### src/rtl/tick_scheduler.sv
// tick_scheduler: shared periodic-tick generator.
// A single free-running prescaler divides CLK into a base tick. NCH = 2**CHW
// independent channels count base ticks and each emits a one-cycle tick strobe,
// a 50% duty toggling clock, and a pending/ack handshake with a sticky overrun.
// Optional feature macro: TICK_SCHED_PRESYNC_EN -- when defined, every
// configuration write also restarts the prescaler, giving a phase-aligned
// first tick exactly period*PRESCALE cycles after the write edge.
module tick_scheduler #(
  parameter int PRESCALE = 100000,
  parameter int PSW      = 17,
  parameter int PW       = 16,
  parameter int CHW      = 2,
  localparam int NCH     = 2**CHW
) (
  input  logic           CLK,
  input  logic           RST,
  input  logic           cfg_wr,
  input  logic [CHW-1:0] cfg_ch,
  input  logic [PW-1:0]  cfg_period,
  input  logic           cfg_en,
  input  logic [NCH-1:0] ack,
  input  logic           clr_ovr,
  output logic [NCH-1:0] tick,
  output logic [NCH-1:0] clkout,
  output logic [NCH-1:0] pending,
  output logic [NCH-1:0] overrun
);

  localparam logic [PSW-1:0] PCNT_LAST = PSW'(PRESCALE - 1);
  localparam logic [PSW-1:0] PCNT_ONE  = {{(PSW-1){1'b0}}, 1'b1};
  localparam logic [PW-1:0]  PER_ONE   = {{(PW-1){1'b0}}, 1'b1};

  // Prescaler state
  logic [PSW-1:0] r_pcnt;
  logic [PSW-1:0] w_pcnt_nxt;
  logic           w_base_tick;
  logic           w_wr_resync;

  // Per-channel configuration and counting state
  logic [PW-1:0]  r_period [NCH];
  logic [PW-1:0]  r_cnt    [NCH];
  logic [NCH-1:0] r_en;
  logic [NCH-1:0] r_tick;
  logic [NCH-1:0] r_clkout;
  logic [NCH-1:0] r_pending;
  logic [NCH-1:0] r_overrun;

  // Per-channel decode
  logic [NCH-1:0] w_active;
  logic [NCH-1:0] w_wrsel;
  logic [NCH-1:0] w_term;
  logic [NCH-1:0] w_fire;
  logic [NCH-1:0] w_pend_nxt;
  logic [NCH-1:0] w_ovr_nxt;

  assign w_base_tick = (r_pcnt == PCNT_LAST);

`ifdef TICK_SCHED_PRESYNC_EN
  // A configuration write restarts the prescaler so the written channel's
  // phase is aligned to the write edge.
  assign w_wr_resync = cfg_wr;
`else
  // Prescaler runs freely regardless of configuration traffic.
  assign w_wr_resync = 1'b0;
`endif

  // Prescaler next value: wrap at PRESCALE-1 (or restart on a resync write).
  always_comb begin
    w_pcnt_nxt = r_pcnt;
    if (w_base_tick || w_wr_resync) begin
      w_pcnt_nxt = '0;
    end else begin
      w_pcnt_nxt = r_pcnt + PCNT_ONE;
    end
  end

  // Prescaler counter register.
  always_ff @(posedge CLK or negedge RST) begin
    if (!RST) begin
      r_pcnt <= '0;
    end else begin
      r_pcnt <= w_pcnt_nxt;
    end
  end

  // Channel decode: activity, write select, terminal count and fire.
  // A write to a channel suppresses that channel's fire in the same cycle.
  always_comb begin
    w_active = '0;
    w_wrsel  = '0;
    w_term   = '0;
    w_fire   = '0;
    for (int i = 0; i < NCH; i++) begin
      w_active[i] = r_en[i] && (r_period[i] != '0);
      w_wrsel[i]  = cfg_wr && (cfg_ch == CHW'(i));
      w_term[i]   = (r_cnt[i] == (r_period[i] - PER_ONE));
      w_fire[i]   = w_base_tick && w_active[i] && w_term[i] && !w_wrsel[i];
    end
  end

  // Channel counters, configuration registers, tick strobe and clkout.
  always_ff @(posedge CLK or negedge RST) begin
    if (!RST) begin
      for (int i = 0; i < NCH; i++) begin
        r_period[i] <= '0;
        r_cnt[i]    <= '0;
      end
      r_en     <= '0;
      r_tick   <= '0;
      r_clkout <= '0;
    end else begin
      for (int i = 0; i < NCH; i++) begin
        if (w_wrsel[i]) begin
          // Write wins: reload config and restart the channel from zero.
          r_period[i] <= cfg_period;
          r_en[i]     <= cfg_en;
          r_cnt[i]    <= '0;
          r_clkout[i] <= 1'b0;
          r_tick[i]   <= 1'b0;
        end else if (!w_active[i]) begin
          // Inactive channel is parked; pending/overrun are kept elsewhere.
          r_cnt[i]    <= '0;
          r_clkout[i] <= 1'b0;
          r_tick[i]   <= 1'b0;
        end else if (w_base_tick) begin
          if (w_term[i]) begin
            r_cnt[i]    <= '0;
            r_tick[i]   <= 1'b1;
            r_clkout[i] <= ~r_clkout[i];
          end else begin
            r_cnt[i]    <= r_cnt[i] + PER_ONE;
            r_tick[i]   <= 1'b0;
          end
        end else begin
          r_tick[i]   <= 1'b0;
        end
      end
    end
  end

  // Handshake next state: a fire always (re)asserts pending; firing onto an
  // unacknowledged pending tick sets overrun, which beats clr_ovr.
  always_comb begin
    w_pend_nxt = r_pending;
    w_ovr_nxt  = r_overrun;
    for (int i = 0; i < NCH; i++) begin
      if (w_fire[i]) begin
        w_pend_nxt[i] = 1'b1;
        if (r_pending[i] && !ack[i]) begin
          w_ovr_nxt[i] = 1'b1;
        end else if (clr_ovr) begin
          w_ovr_nxt[i] = 1'b0;
        end else begin
          w_ovr_nxt[i] = r_overrun[i];
        end
      end else begin
        if (ack[i] && r_pending[i]) begin
          w_pend_nxt[i] = 1'b0;
        end else begin
          w_pend_nxt[i] = r_pending[i];
        end
        if (clr_ovr) begin
          w_ovr_nxt[i] = 1'b0;
        end else begin
          w_ovr_nxt[i] = r_overrun[i];
        end
      end
    end
  end

  // Pending and overrun registers.
  always_ff @(posedge CLK or negedge RST) begin
    if (!RST) begin
      r_pending <= '0;
      r_overrun <= '0;
    end else begin
      r_pending <= w_pend_nxt;
      r_overrun <= w_ovr_nxt;
    end
  end

  assign tick    = r_tick;
  assign clkout  = r_clkout;
  assign pending = r_pending;
  assign overrun = r_overrun;

endmodule

### config.mk
export PLATFORM = sky130hd
export DESIGN_NAME = tick_scheduler
export DESIGN_NICKNAME = d
export VERILOG_FILES = /design/src/rtl/tick_scheduler.sv
export SDC_FILE = /design/constraint.sdc
export NUM_CORES = 1
export LEC_CHECK = 0
export CORE_ASPECT_RATIO = 2
export CORE_UTILIZATION = 29
export DETAILED_ROUTE_END_ITERATION = 8
export GPL_TIMING_DRIVEN = 0
export SLEW_MARGIN = 25
export SYNTH_ARGS = -nofsm -noshare
export SYNTH_HDL_FRONTEND = slang
export SYNTH_SLANG_ARGS = --single-unit
export TNS_END_PERCENT = 100
### constraint.sdc
create_clock -name CLK -period 6.4 [get_ports CLK]
set_clock_uncertainty 0.05 [all_clocks]
set_input_delay 1.28 -clock CLK [delete_from_list [all_inputs] [get_ports CLK]]
set_output_delay 1.28 -clock CLK [all_outputs]
set_load 0.05 [all_outputs]
Word-level counts from Yosys, hierarchy flattened --
Cells that the tools add are included.
Storage, ports and cells: register bits after elaboration 165, input port bits 27, output and inout bits 16, logic and storage cells 170
Operators by class: add/sub/neg operators 9, eq/ne operators 16, multiplexer cells 69, bitwise gates (word level) 4, reductions and logical operators 49
Operators with widths (number):
- $mux 16 | 16
- $add 16x1->16 const B | 4
- $eq 16x16->1 | 4
- $reduce_bool 16->1 | 4
- $sub 16x1->16 const B | 4
- $mux 1 | 52
- $logic_and 1x1->1 | 28
- $add 17x1->17 const B | 1
- $eq 17x17->1 const B | 1
- $mux 17 | 1
- $ne 3x1->1 const B | 4
- $ne 3x2->1 const B | 4
- $logic_not 1->1 | 8
- $reduce_and 2->1 | 4
- $reduce_bool 2->1 | 4
- $eq 2x2->1 const B | 2
- $not 1->1 | 4
- $eq 2x1->1 const B | 1
- $logic_not 2->1 | 1

Longest topological paths before layout --
word-level depth 6, mapped depth 12, mapped depth without buffers 10

Worst setup path before layout --
OpenSTA, ideal clock, no wires.
path type register to register, start point reg r_period[48] in the netlist's numbering, end point reg r_overrun[0], in the netlist overrun[0], setup time 0.080 ns, data arrival time 2.937 ns, data required time 6.270 ns, slack 3.333 ns, stages on the path, launching flop included 12, buffers on the path 1, period minus slack after synthesis 3.067 ns, cells stage by stage dfrtp_1 inv_1 ha_1 nor3b_2 nand4_1 or3b_1 a21oi_1 o32ai_1 or4_1 buf_2 or3_4 o22ai_2
On the way: longest elaborated chain between the ends 6, elaborated cells between the ends (all ways) 8, those cells by class 1 x add/sub; 1 x eq/ne; 1 x mux; 5 x reduce/logical
Ends and longest elaborated chain:
- start: declaration | RTL line 40 | logic [PW-1:0] r_period [NCH];
- start signal: indexed assignment | RTL line 115 | r_period[i] <= cfg_period;
- parallel branches: the longest is 3 deep, another holds $sub 16x1->16
- $logic_and 1x1->1 * (2 in series) | RTL line 97 | w_fire[i] = w_base_tick && w_active[i] && w_term[i] && !w_wrsel[i];
- $mux 1 * | RTL line 147 | if (w_fire[i]) begin
- named net w_ovr_nxt[0] | RTL line 54 | logic [NCH-1:0] w_ovr_nxt;
- end signal: assignment | RTL line 178 | r_overrun <= w_ovr_nxt;
- end: declaration | RTL line 46 | logic [NCH-1:0] r_overrun;
Mark *: on every way through the listed nets, which the timed path passes. A chain may end at the register's enable or synchronous reset.

Worst setup path after layout --
start point in cfg_ch[1], end point reg r_cnt[47] in the netlist's numbering
On the way: longest elaborated chain between the ends 3, elaborated cells between the ends (all ways) 4, those cells by class 2 x eq/ne; 1 x mux; 1 x reduce/logical
Ends and longest elaborated chain:
- start: declaration | RTL line 18 | input logic [CHW-1:0] cfg_ch,
- $eq 2x1->1 * | RTL line 95 | w_wrsel[i] = cfg_wr && (cfg_ch == CHW'(i));
- $logic_and 1x1->1 * | RTL line 95
- $ne 3x2->1 (no line) or $mux 16 (tied branches)
- end signal: indexed assignment | RTL line 131 | r_cnt[i] <= r_cnt[i] + PER_ONE;
- end: declaration | RTL line 41 | logic [PW-1:0] r_cnt [NCH];
Every way passes the cells marked *; elsewhere a longest branch is shown, timed or not.

==> results by group <==
Synthesis
  – Syn Inst Count: 967
  – Post-synthesis net count: 1003
  – Post-Syn Area: 9460 sq um
  – Avg Cell Area, Syn: 9.78 sq um
  – Register area share after synthesis: 43.7%
  – Largest area contributor in the netlist: dfrtp_1
  – Post-synth top area share: 43.7%
  – Seq cells post-synth: 165
  – EDFF count, synth: 0
  – Synth top area cells: dfrtp_1 44%, xnor2_1 8.6%, mux2_2 7.6%, xor2_1 5.5%, nor2_1 4.0%
  – Synth async-reset ratio: 100%
  – Synth Warn #: 0
  – Main synth FF type: dfrtp_1
  – Synth cell types: 70

Final layout
  – Final core utilization: 34.4%
  – Area growth syn-to-layout: 16.9%
  – FILL cells: 3297
  – Multi-input logic area: 5120 sq um
  – Share of post-route cells with drive strength above 1: 11.8%
  – Antenna Cells: 0
  – Reg area: 4130 sq um
  – Final #Nets: 1066

Drt
  – DRC Markers: 0
  – Vias per cell: 5.08
  – Detailed Route Iter0 Violations: 350
  – Routed via count: 7463
  – Pre-antenna DRT Iters: 4
  – Detail Route Antenna Nets: 0
  – Detailed Route WL: 25.4 mm
  – Drt wl/cell: 17.3 um

Job
  – Max Cap Viol: 0

Clock network
  – H-tree levels: 4
  – Post-cts sizing count: 0
  – Clock Tree Buf Depth: 2
  – Clock slew at reported path FFs: 0.07 ns
  – CTS tree: built
  – Setup bufs post-CTS: 0
  – Worst-Skew Late Latency: 0.44 ns
  – Root Buffer: clkbuf_16
  – Clk sinks: 165
  – Cts bufs inserted: 17
  – # hold bufs at CTS: 0

Critical path
  – Slowest CP cell: clkdlybuf4s50_1
  – Worst path most repeated cell: nand2_1
  – Worst path cell trace: clkdlybuf4s50_1 > nand3b_1 > nand2_1 > a31oi_1 > nand2_1 > and3_1 > clkbuf_1 > nand3_1 > xor2_1 > nor2_1
  – Required time of the critical path: 6.65 ns
  – CP peak stage delay: 0.52 ns
  – Worst R2R Path Depth: 10
  – WS Path Type: in2reg
  – Critical Path Start Type: input pin
  – Crit end category: flip-flop
  – Worst-path maximum fanout: 9
  – Arr. time, crit path: 4.12 ns

Floorplanning
  – # IOs: 43
  – Die Span X: 130 um
  – Initial Util: 29.4%
  – Core area: 32100 sq um
  – Die height: 257 um
  – DIE AREA: 33400 sq um
  – # rows: 93

Placement
  – GP Congestion: 0.923
  – Setup Slack @ Placement: 2.11 ns
  – I/O Buffers: 42
  – DP Wirelength: 19.9 mm

Global routing
  – GRT Residual Overflow: 0
  – Initial antenna violation count: 0
  – All-Layer GR Usage: 16.1%
  – Largest net degree at the start of global routing: 87
  – First-pass GRT wire length: 40.4 mm
  – Number of global-route vias before repair: 7608

Timing
  – TNS Setup: 0 ns
  – Min Tclk post-route: 3.87 ns
  – Slew headroom: 38.8%
  – RSZ-0062 raised after global routing: no
  – Least-Margin Pin Slew: 0.907 ns
  – Final Max Tran Viols: 0
  – Final setup viols: 0
  – Fmax: 0.258 GHz
  – Worst Setup Slack, final: 2.53 ns
  – Fin crit share: 60.5%
  – Final Hold Viols: 0

Power
  – Leakage Power: 4.31 nW
  – Total power: 2.80 mW
  – Power Dens Cells: 253 nW/um^2
  – Peak supply drop: 0.210 mV

Min path
  – Hold Path Class: reg2reg
  – Hold path depth: 1

Status
  – Outcome: complete, no violations
[synthesized netlist by cell type, drive strengths merged (2+ instances only)]
cell	number
mux2	64
nor4b	2
a221oi	2
dfrtp	165
o31ai	8
xor2	59
nand2b	10
o311ai	4
and2	4
a31oi	5
ha	9
o211a	2
or3b	2
nor4bb	2
clkbuf	27
nor3	41
or4b	3
nor4	25
o21ai	25
o22ai	4
inv	22
a311oi	4
o21a	3
mux2i	3
a21o	5
xnor2	93
nor2b	5
or2	5
nand3b	7
nand3	56
nand2	68
or3	13
or4	13
o2111ai	3
nor3b	6
and3	22
a211oi	3
a21oi	14
o211ai	3
nand4b	3
nand4	28
nor2	102
a22o	4
buf	7
[metrics by stage]
step | hold WS, ns | cells | instance area (sq um)
floorplan | 0.393 | 967 | 9460
finish | 0.429 | 1470 | 11100
global route | 0.436 | 1470 | 11100
detailed placement | 0.420 | 1438 | 10500
global placement | 0.420 | 1436 | 10400
CTS | 0.429 | 1470 | 11100
[per-layer routing]
layer / track usage, % / up-vias / routed length (um) / share of wire (%)
li1: - / 3567 / - / -
met1: 14.4 / 3694 / 8400 / 33
met2: 31.5 / 125 / 14800 / 58
met3: 2.33 / 77 / 512 / 2.0
met4: 11.5 / 0 / 1650 / 6.5
met5: 0 / - / 0 / 0
[worst paths after layout]
| path | endpoint | start | slack (ns) |
|---|---|---|---|
| min in group asynchronous | overrun[2] | RST | 0.78 |
| max in group asynchronous | r_cnt[52] | RST | 4.64 |
| min | clkout[1] | clkout[1] | 0.43 |
| max | r_cnt[47] | cfg_ch[1] | 2.53 |
| max reg2reg | r_cnt[6] | r_period[0] | 2.67 |
| min reg2reg | clkout[1] | clkout[1] | 0.43 |
[cells by family after synthesis]
| family | Yosys count | synth area share [%] |
|---|---|---|
| multiplexers | 67 | 7.94 |
| AND/OR/NAND/NOR | 418 | 23.1 |
| buffers and inverters | 56 | 2.43 |
| XOR/XNOR | 152 | 14.1 |
| flip-flops | 165 | 43.7 |
| adder cells (fa/ha/maj) | 9 | 1.19 |
| AO/OA/AOI/OAI | 100 | 7.57 |
[worst max-delay path, delay by kind of cell]
| family | cells | cell delay, ns |
|---|---|---|
| compound gates | 1 | 0.51 |
| simple gates | 6 | 1.48 |
| xor+xnor | 1 | 0.16 |
| buf+inv | 2 | 0.70 |
[registers in the layout, summed over array words and instances, names as in the netlist]
register	count
tick	4
clkout	4
r_cnt	64
overrun	4
r_period	64
r_en	4
r_pcnt	17
pending	4
[cell type report]
class                   count  area share, %
plain buffers              34           1.34
repair buffers             44           4.14
multi-input cells         746           46.3
flip-flops and latches    165           37.4
clock inverters            13           1.36
inverters                  22          0.747
clock buffers              19           3.92
well taps                 427           4.83
[power by group]
| group | total, mW | switching [mW] | internal, mW |
|---|---|---|---|
| combinational | 0.530 | 0.292 | 0.238 |
| sequential | 1.23 | 0.111 | 1.12 |
| clock | 1.03 | 0.452 | 0.581 |
| total | 2.80 | 0.855 | 1.94 |
[cells in the final DEF (no fill, tap or decap), types with 28 or more instances in the layout]
| cell type | n |
|---|---|
| dfrtp_1 | 165 |
| mux2_2 | 64 |
| clkdlybuf4s50_1 | 41 |
| nor3_1 | 41 |
| nand3_1 | 56 |
| xnor2_1 | 93 |
| xor2_1 | 59 |
| nand4_1 | 28 |
| clkbuf_1 | 29 |
| nand2_1 | 68 |
| nor2_1 | 102 |
Note: power is estimated with default switching activity, not from simulation.
